$ cat config.mk
export PLATFORM = sky130hd
export DESIGN_NAME = tl_phase_controller
export DESIGN_NICKNAME = d
export VERILOG_FILES = /design/src/rtl/tl_phase_controller_pkg.sv /design/src/rtl/tl_phase_controller_timer.sv /design/src/rtl/tl_phase_controller.sv
export SDC_FILE = /design/constraint.sdc
export NUM_CORES = 1
export LEC_CHECK = 0
export CAP_MARGIN = 20
export CORE_MARGIN = 3
export CORE_UTILIZATION = 54
export DETAILED_ROUTE_END_ITERATION = 7
export PLACE_DENSITY = 0.85
export SKIP_CTS_REPAIR_TIMING = 1
export SYNTH_ARGS = -nofsm -noshare
export SYNTH_HDL_FRONTEND = slang
export SYNTH_SLANG_ARGS = --single-unit
$ cat constraint.sdc
create_clock -name clk -period 5.3 [get_ports clk]
set_clock_uncertainty 0.15 [all_clocks]
set_input_delay 1.06 -clock clk [delete_from_list [all_inputs] [get_ports clk]]
set_output_delay 1.06 -clock clk [all_outputs]
set_load 0.01 [all_outputs]
$ cat src/rtl/tl_phase_controller_pkg.sv
// Shared lamp encodings, FSM state type and lamp-group helper for the
// tl_phase_controller intersection block.
package tl_pkg;

   localparam logic [2:0] LAMP_RED    = 3'b100;
   localparam logic [2:0] LAMP_GREEN  = 3'b010;
   localparam logic [2:0] LAMP_YELLOW = 3'b001;

   localparam int MAX_PHASES = 8;

   typedef enum logic [1:0] {
      ST_GREEN,
      ST_YELLOW,
      ST_ALLRED,
      ST_EMG_HOLD
   } tl_state_e;

   // Returns lamp group idx from a packed lights vector (zero-extended to MAX_PHASES groups).
   function automatic logic [2:0] lamp_of(input logic [3*MAX_PHASES-1:0] lights,
                                          input int unsigned idx);
      return lights[3*idx +: 3];
   endfunction

endpackage

$ cat src/rtl/tl_phase_controller_timer.sv
// Loadable down-counter for interval timing; done is high while the count reads zero.
module tl_phase_timer #(
   parameter int                   TIMER_W = 8,
   parameter logic [TIMER_W-1:0]   RST_VAL = '0
) (
   input  logic               clk,
   input  logic               rst_n,
   input  logic               load_i,
   input  logic [TIMER_W-1:0] load_val_i,
   output logic               done_o
);

   logic [TIMER_W-1:0] cnt_q, cnt_d;

   always_comb begin
      cnt_d = cnt_q;
      if (load_i) begin
         cnt_d = load_val_i;
      end else if (cnt_q != '0) begin
         cnt_d = cnt_q - 1'b1;
      end
   end

   always_ff @(posedge clk or negedge rst_n) begin
      if (!rst_n) begin
         cnt_q <= RST_VAL;
      end else begin
         cnt_q <= cnt_d;
      end
   end

   assign done_o = (cnt_q == '0);

endmodule

$ cat src/rtl/tl_phase_controller.sv
// N-phase traffic-light controller with all-red clearance and emergency pre-emption.
// Pedestrian walk requests are built only when TL_PED_EN is defined.
module tl_phase_controller
   import tl_pkg::*;
#(
   parameter int NUM_PHASES = 4,
   parameter int GREEN_CYC  = 10,
   parameter int YELLOW_CYC = 3,
   parameter int ALLRED_CYC = 2,
   parameter int TIMER_W    = 8,
   localparam int PW        = $clog2(NUM_PHASES)
) (
   input  logic                    clk,
   input  logic                    rst_n,
   input  logic                    emergency,
   input  logic [PW-1:0]           emg_phase,
   input  logic [NUM_PHASES-1:0]   ped_req,
   output logic [3*NUM_PHASES-1:0] lights,
   output logic [PW-1:0]           cur_phase,
   output logic                    emg_ack,
   output logic [NUM_PHASES-1:0]   walk
);

   localparam logic [TIMER_W-1:0] G_LD  = TIMER_W'(GREEN_CYC - 1);
   localparam logic [TIMER_W-1:0] Y_LD  = TIMER_W'(YELLOW_CYC - 1);
   localparam logic [TIMER_W-1:0] AR_LD = TIMER_W'(ALLRED_CYC - 1);
   localparam logic [PW-1:0]      LAST  = PW'(NUM_PHASES - 1);

   tl_state_e          state_q, state_d;
   logic [PW-1:0]      phase_q, phase_d;
   logic [PW-1:0]      tgt_q, tgt_d;
   logic               pend_q, pend_d;
   logic [PW-1:0]      emg_tgt;
   logic [PW-1:0]      phase_nxt;
   logic               tmr_load;
   logic [TIMER_W-1:0] tmr_val;
   logic               tmr_done;
   logic               green_entry;

   assign emg_tgt   = (32'(emg_phase) < NUM_PHASES) ? emg_phase : '0;
   assign phase_nxt = (phase_q == LAST) ? '0 : phase_q + PW'(1);

   tl_phase_timer #(
      .TIMER_W (TIMER_W),
      .RST_VAL (G_LD)
   ) u_timer (
      .clk        (clk),
      .rst_n      (rst_n),
      .load_i     (tmr_load),
      .load_val_i (tmr_val),
      .done_o     (tmr_done)
   );

   always_comb begin
      state_d     = state_q;
      phase_d     = phase_q;
      tgt_d       = tgt_q;
      pend_d      = pend_q;
      tmr_load    = 1'b0;
      tmr_val     = '0;
      green_entry = 1'b0;
      unique case (state_q)
         ST_GREEN: begin
            // Serving phase already the target: hold green without touching the timer.
            if (emergency && (phase_q == emg_tgt)) begin
               state_d = ST_EMG_HOLD;
            end else if (emergency || tmr_done) begin
               if (emergency) begin
                  tgt_d  = emg_tgt;
                  pend_d = 1'b1;
               end
               state_d  = ST_YELLOW;
               tmr_load = 1'b1;
               tmr_val  = Y_LD;
            end
         end
         ST_YELLOW, ST_ALLRED: begin
            if (emergency && !pend_q) begin
               tgt_d  = emg_tgt;
               pend_d = 1'b1;
            end
            if (tmr_done) begin
               if (state_q == ST_YELLOW) begin
                  state_d  = ST_ALLRED;
                  tmr_load = 1'b1;
                  tmr_val  = AR_LD;
               end else if (pend_d) begin
                  state_d = ST_EMG_HOLD;
                  phase_d = tgt_d;
                  pend_d  = 1'b0;
               end else begin
                  state_d     = ST_GREEN;
                  phase_d     = phase_nxt;
                  tmr_load    = 1'b1;
                  tmr_val     = G_LD;
                  green_entry = 1'b1;
               end
            end
         end
         ST_EMG_HOLD: begin
            if (!emergency) begin
               state_d  = ST_YELLOW;
               tmr_load = 1'b1;
               tmr_val  = Y_LD;
            end
         end
         default: state_d = ST_GREEN;
      endcase
   end

   always_ff @(posedge clk or negedge rst_n) begin
      if (!rst_n) begin
         state_q <= ST_GREEN;
         phase_q <= '0;
         tgt_q   <= '0;
         pend_q  <= 1'b0;
      end else begin
         state_q <= state_d;
         phase_q <= phase_d;
         tgt_q   <= tgt_d;
         pend_q  <= pend_d;
      end
   end

   always_comb begin
      for (int i = 0; i < NUM_PHASES; i++) begin
         lights[3*i +: 3] = LAMP_RED;
         if (phase_q == PW'(i)) begin
            if (state_q == ST_GREEN || state_q == ST_EMG_HOLD) begin
               lights[3*i +: 3] = LAMP_GREEN;
            end else if (state_q == ST_YELLOW) begin
               lights[3*i +: 3] = LAMP_YELLOW;
            end
         end
      end
   end

   assign cur_phase = phase_q;
   assign emg_ack   = (state_q == ST_EMG_HOLD);

`ifdef TL_PED_EN
   logic [NUM_PHASES-1:0] plat_q, plat_d;
   logic [NUM_PHASES-1:0] walk_q, walk_d;

   // A request coinciding with the entry edge is served by that green.
   always_comb begin
      plat_d = plat_q | ped_req;
      walk_d = (state_d == ST_GREEN) ? walk_q : '0;
      if (green_entry) begin
         walk_d          = '0;
         walk_d[phase_d] = plat_d[phase_d];
         plat_d[phase_d] = 1'b0;
      end
   end

   always_ff @(posedge clk or negedge rst_n) begin
      if (!rst_n) begin
         plat_q <= '0;
         walk_q <= '0;
      end else begin
         plat_q <= plat_d;
         walk_q <= walk_d;
      end
   end

   assign walk = walk_q;
`else
   logic unused_ped;
   assign unused_ped = ^{ped_req, green_entry};
   assign walk       = '0;
`endif

endmodule

==> impl_metrics.tcl <==
set metrics [dict create \
    synth.avg_cell_area_um2 9.08 \
    grt.total_usage_pct 20.9 \
    io_pins 28 \
    grt_max_degree 16 \
    finalWeightedCongestion 0.806 \
    yosysTopAreaCell "dfrtp_1" \
    ff_latch_area_um2 378 \
    detail_route.drc_violations 0 \
    clock_insertion_delay_worst_skew_ns 0.29 \
    critical_path_required_ns 4.09 \
    leading_cell_type_by_number_of_instances_after_synthesis "dfrtp_1" \
    drive_gt1_share_pct 10.9 \
    regToRegSetupSlack_ns 3.27 \
    power_density_over_the_cells_nw_per_um2 646 \
    netlist-cell-type-count 48 \
    grt.overflow.total 0 \
    fillers 174 \
    synth_top_cell_area_share_pct 25.9 \
    finalWorstPathRequiredPeriod_ns 3.14 \
    initial_utilization_pct 60.2 \
    number_of_global_route_vias_before_repair 1005 \
    drt_wl_total_um 2640 \
    route.detailed.wl_per_inst_um 14.4 \
    multi_input_comb_area_um2 811 \
    sequentialPowerShare_pct 25.8 \
    power.combinational.fraction_pct 66.9 \
    cts-root-to-sink-buffers 2 \
    detailedRoute.firstIterationViolations 22 \
    cts-htree-levels 1 \
    fin_tns_setup_ns 0 \
    holdCritPathClass "reg2reg" \
    dieWidth_um 54.2 \
    synth.top_cells.by_area "dfrtp_1 26%, ha_1 11%, nor2b_1 5.0%, dfstp_2 4.2%, mux2i_1 4.0%" \
    number_of_synthesis_warnings 0 \
    clockRootBuffer "clkbuf_4" \
    synthToLayoutAreaGrowth_pct 17.2 \
    total_switching_power_uw 431 \
    antenna-diode-count 0 \
    ys_ff_latch 15 \
    cp-start-kind "register" \
    critical_path.reg2reg.endpoint "pend_q$_DFFE_PN0P_" \
    reg2reg_from "state_q[0]$_DFFE_PN0P_" \
    timing.setup.critical_path_class "reg2out" \
    buffer_ports.inserted 19 \
    grt_first_pass_wirelength_um 4490 \
    routed_via_density 5.66 \
    synth-async-reset-ratio_pct 100 \
    post_synth_inst_count 138 \
    cp.arrival_ns 1.93 \
    worstHoldPathCells 1 \
    drt_pre_antenna_iters 4 \
    route.antenna.remaining_nets 0 \
    p_sw_share_pct 45.4 \
    cts_num_sinks 15 \
    worst_setup_hold_path_clk_slew_ns 0.10 \
    pwr-share-clk_pct 7.2 \
    leakagePower_nw 0.644 \
    critPathCaptureType "primary output" \
    final-hold-violation-count 0 \
    slew_headroom_pct 54.2 \
    timing.critical_path.fanout_max 11 \
    dp_hpwl_um 2060 \
    tritoncts "built" \
    r2r_cells 6 \
    synth_enable_flop_cells 0 \
    placedInstanceArea_um2 1440 \
    num-nets-final 177 \
    cts-buffers-inserted 3 \
    final_util_pct 70.6 \
    drv_cap 0 \
    finalMaxSlewViolations 0 \
    min_period_over_period_pct 59.3 \
    hold_ws_ns 0.352 \
    holdCritStartpoint "tgt_q[0]$_DFFE_PN0P_" \
    report.power.total_uw 950 \
    synth.yosys.seq_area_share_pct 30.1 \
    setup-violations-final 0 \
    power_internal_uw 519 \
    power.ir.vdd_worst_uv 391 \
    synthesized_area_um2 1250 \
    max_freq_mhz 318 \
    antenna_found_initial 0 \
    unrepaired_setup_endpoints_after_global_routing "no" \
    worst_tran_pin_value_ns 0.684 \
    whs_endpoint "tgt_q[0]$_DFFE_PN0P_" \
    design.core.area_um2 2080 \
    layout.cell_area.non_filler_um2 1470 \
    synth-main-ff-cell "dfrtp_1" \
    fp.dieH_um 54.2 \
    floorplan.rows 16 \
    status "finished clean" \
    synthTopCellsByCount "13 x dfrtp_1, 12 x nand2_1, 11 x ha_1" \
    die-area_um2 2940 \
    via_count 1035 \
]
-- cells by family after synthesis --
group | count (synthesis) | share of synthesized area (%)
adder cells (fa/ha/maj) | 11 | 11.0
XOR/XNOR | 4 | 2.79
multiplexers | 7 | 5.79
flip-flops | 15 | 30.1
AO/OA/AOI/OAI | 28 | 16.4
AND/OR/NAND/NOR | 56 | 27.5
buffers and inverters | 16 | 6.09
other | 1 | 0.299
-- registers in the layout, indices dropped and copies added, names as in the netlist --
signal	cells
state_q	2
u_timer.cnt_q	8
tgt_q	2
pend_q	1
cur_phase	2
-- power groups by stage --
stage	sequential, mW	clock (mW)	combinational (mW)
6_report	0.245	0.0685	0.636
5_1_grt	0.256	0.0756	0.701
4_1_cts	0.246	0.0696	0.637
3_5_place_dp	0.248	0	0.633
3_3_place_gp	0.243	0	0.612
2_1_floorplan	0.231	0	0.441
-- how the worst max path moves through the flow --
stage          slack (ns)                   start  depth (start not counted)                           end
2_1_floorplan        2.97  state_q[0]$_DFFE_PN0P_                          4                    lights[10]
3_5_place_dp         2.33               emergency                          5  u_timer.cnt_q[4]$_DFFE_PN0P_
5_1_grt              2.01  state_q[0]$_DFFE_PN0P_                          4                     lights[4]
3_3_place_gp         2.39               emergency                          5  u_timer.cnt_q[4]$_DFFE_PN0P_
4_1_cts              2.15  state_q[0]$_DFFE_PN0P_                          4                     lights[4]
6_report             2.16  state_q[0]$_DFFE_PN0P_                          4                     lights[4]
-- critical path, cell delays in order, from the launching register on --
cell and delay, ns:
dfrtp_1 0.38, inv_1 0.10, ha_1 0.45, nor2b_1 0.17, clkdlybuf4s50_1 0.55
-- cell usage in the layout, fill, tap and decap left out, types with 2 or more instances in the layout --
master           Yosys  final
clkdlybuf4s50_1      0     19
dfrtp_1             13     13
nand2_1             12     12
ha_1                11     11
nor2b_1             10     10
nor2_1              10     10
inv_1                8      8
nand2b_1             5      5
a21oi_1              5      5
mux2i_1              5      5
and2_1               4      4
conb_1               1      4
or2_2                3      3
o21ai_1              3      3
clkbuf_4             0      3
xor2_1               2      2
o211ai_1             2      2
a21o_1               2      2
mux2_1               2      2
o21ai_0              2      2
o31a_1               2      2
xnor2_1              2      2
dfstp_2              2      2
-- layer usage --
| metal | vias up | global-route usage [%] | routed length [um] | part of all wire (%) |
|---|---|---|---|---|
| li1 | 502 | - | - | - |
| met1 | 507 | 26.4 | 1230 | 46 |
| met2 | 26 | 36.5 | 1290 | 49 |
| met3 | 0 | 5.26 | 118 | 4.5 |
| met4 | 0 | 2.49 | 0 | 0 |
| met5 | - | 0 | 0 | 0 |
-- stage by stage --
| stage | instances | setup WS, ns |
|---|---|---|
| finish | 183 | 2.16 |
| global route | 183 | 2.01 |
| CTS | 183 | 2.15 |
| detailed placement | 179 | 2.33 |
| global placement | 179 | 2.39 |
| floorplan | 141 | 2.97 |
-- area by class of cell --
type / instances / share of cell area, %
clock buffers: 4 / 1.79
repair buffers: 19 / 12.9
multi-input cells: 110 / 55.2
flip-flops and latches: 15 / 25.7
inverters: 8 / 2.04
well taps: 27 / 2.30
No activity file was read; power rests on OpenSTA's default activity.
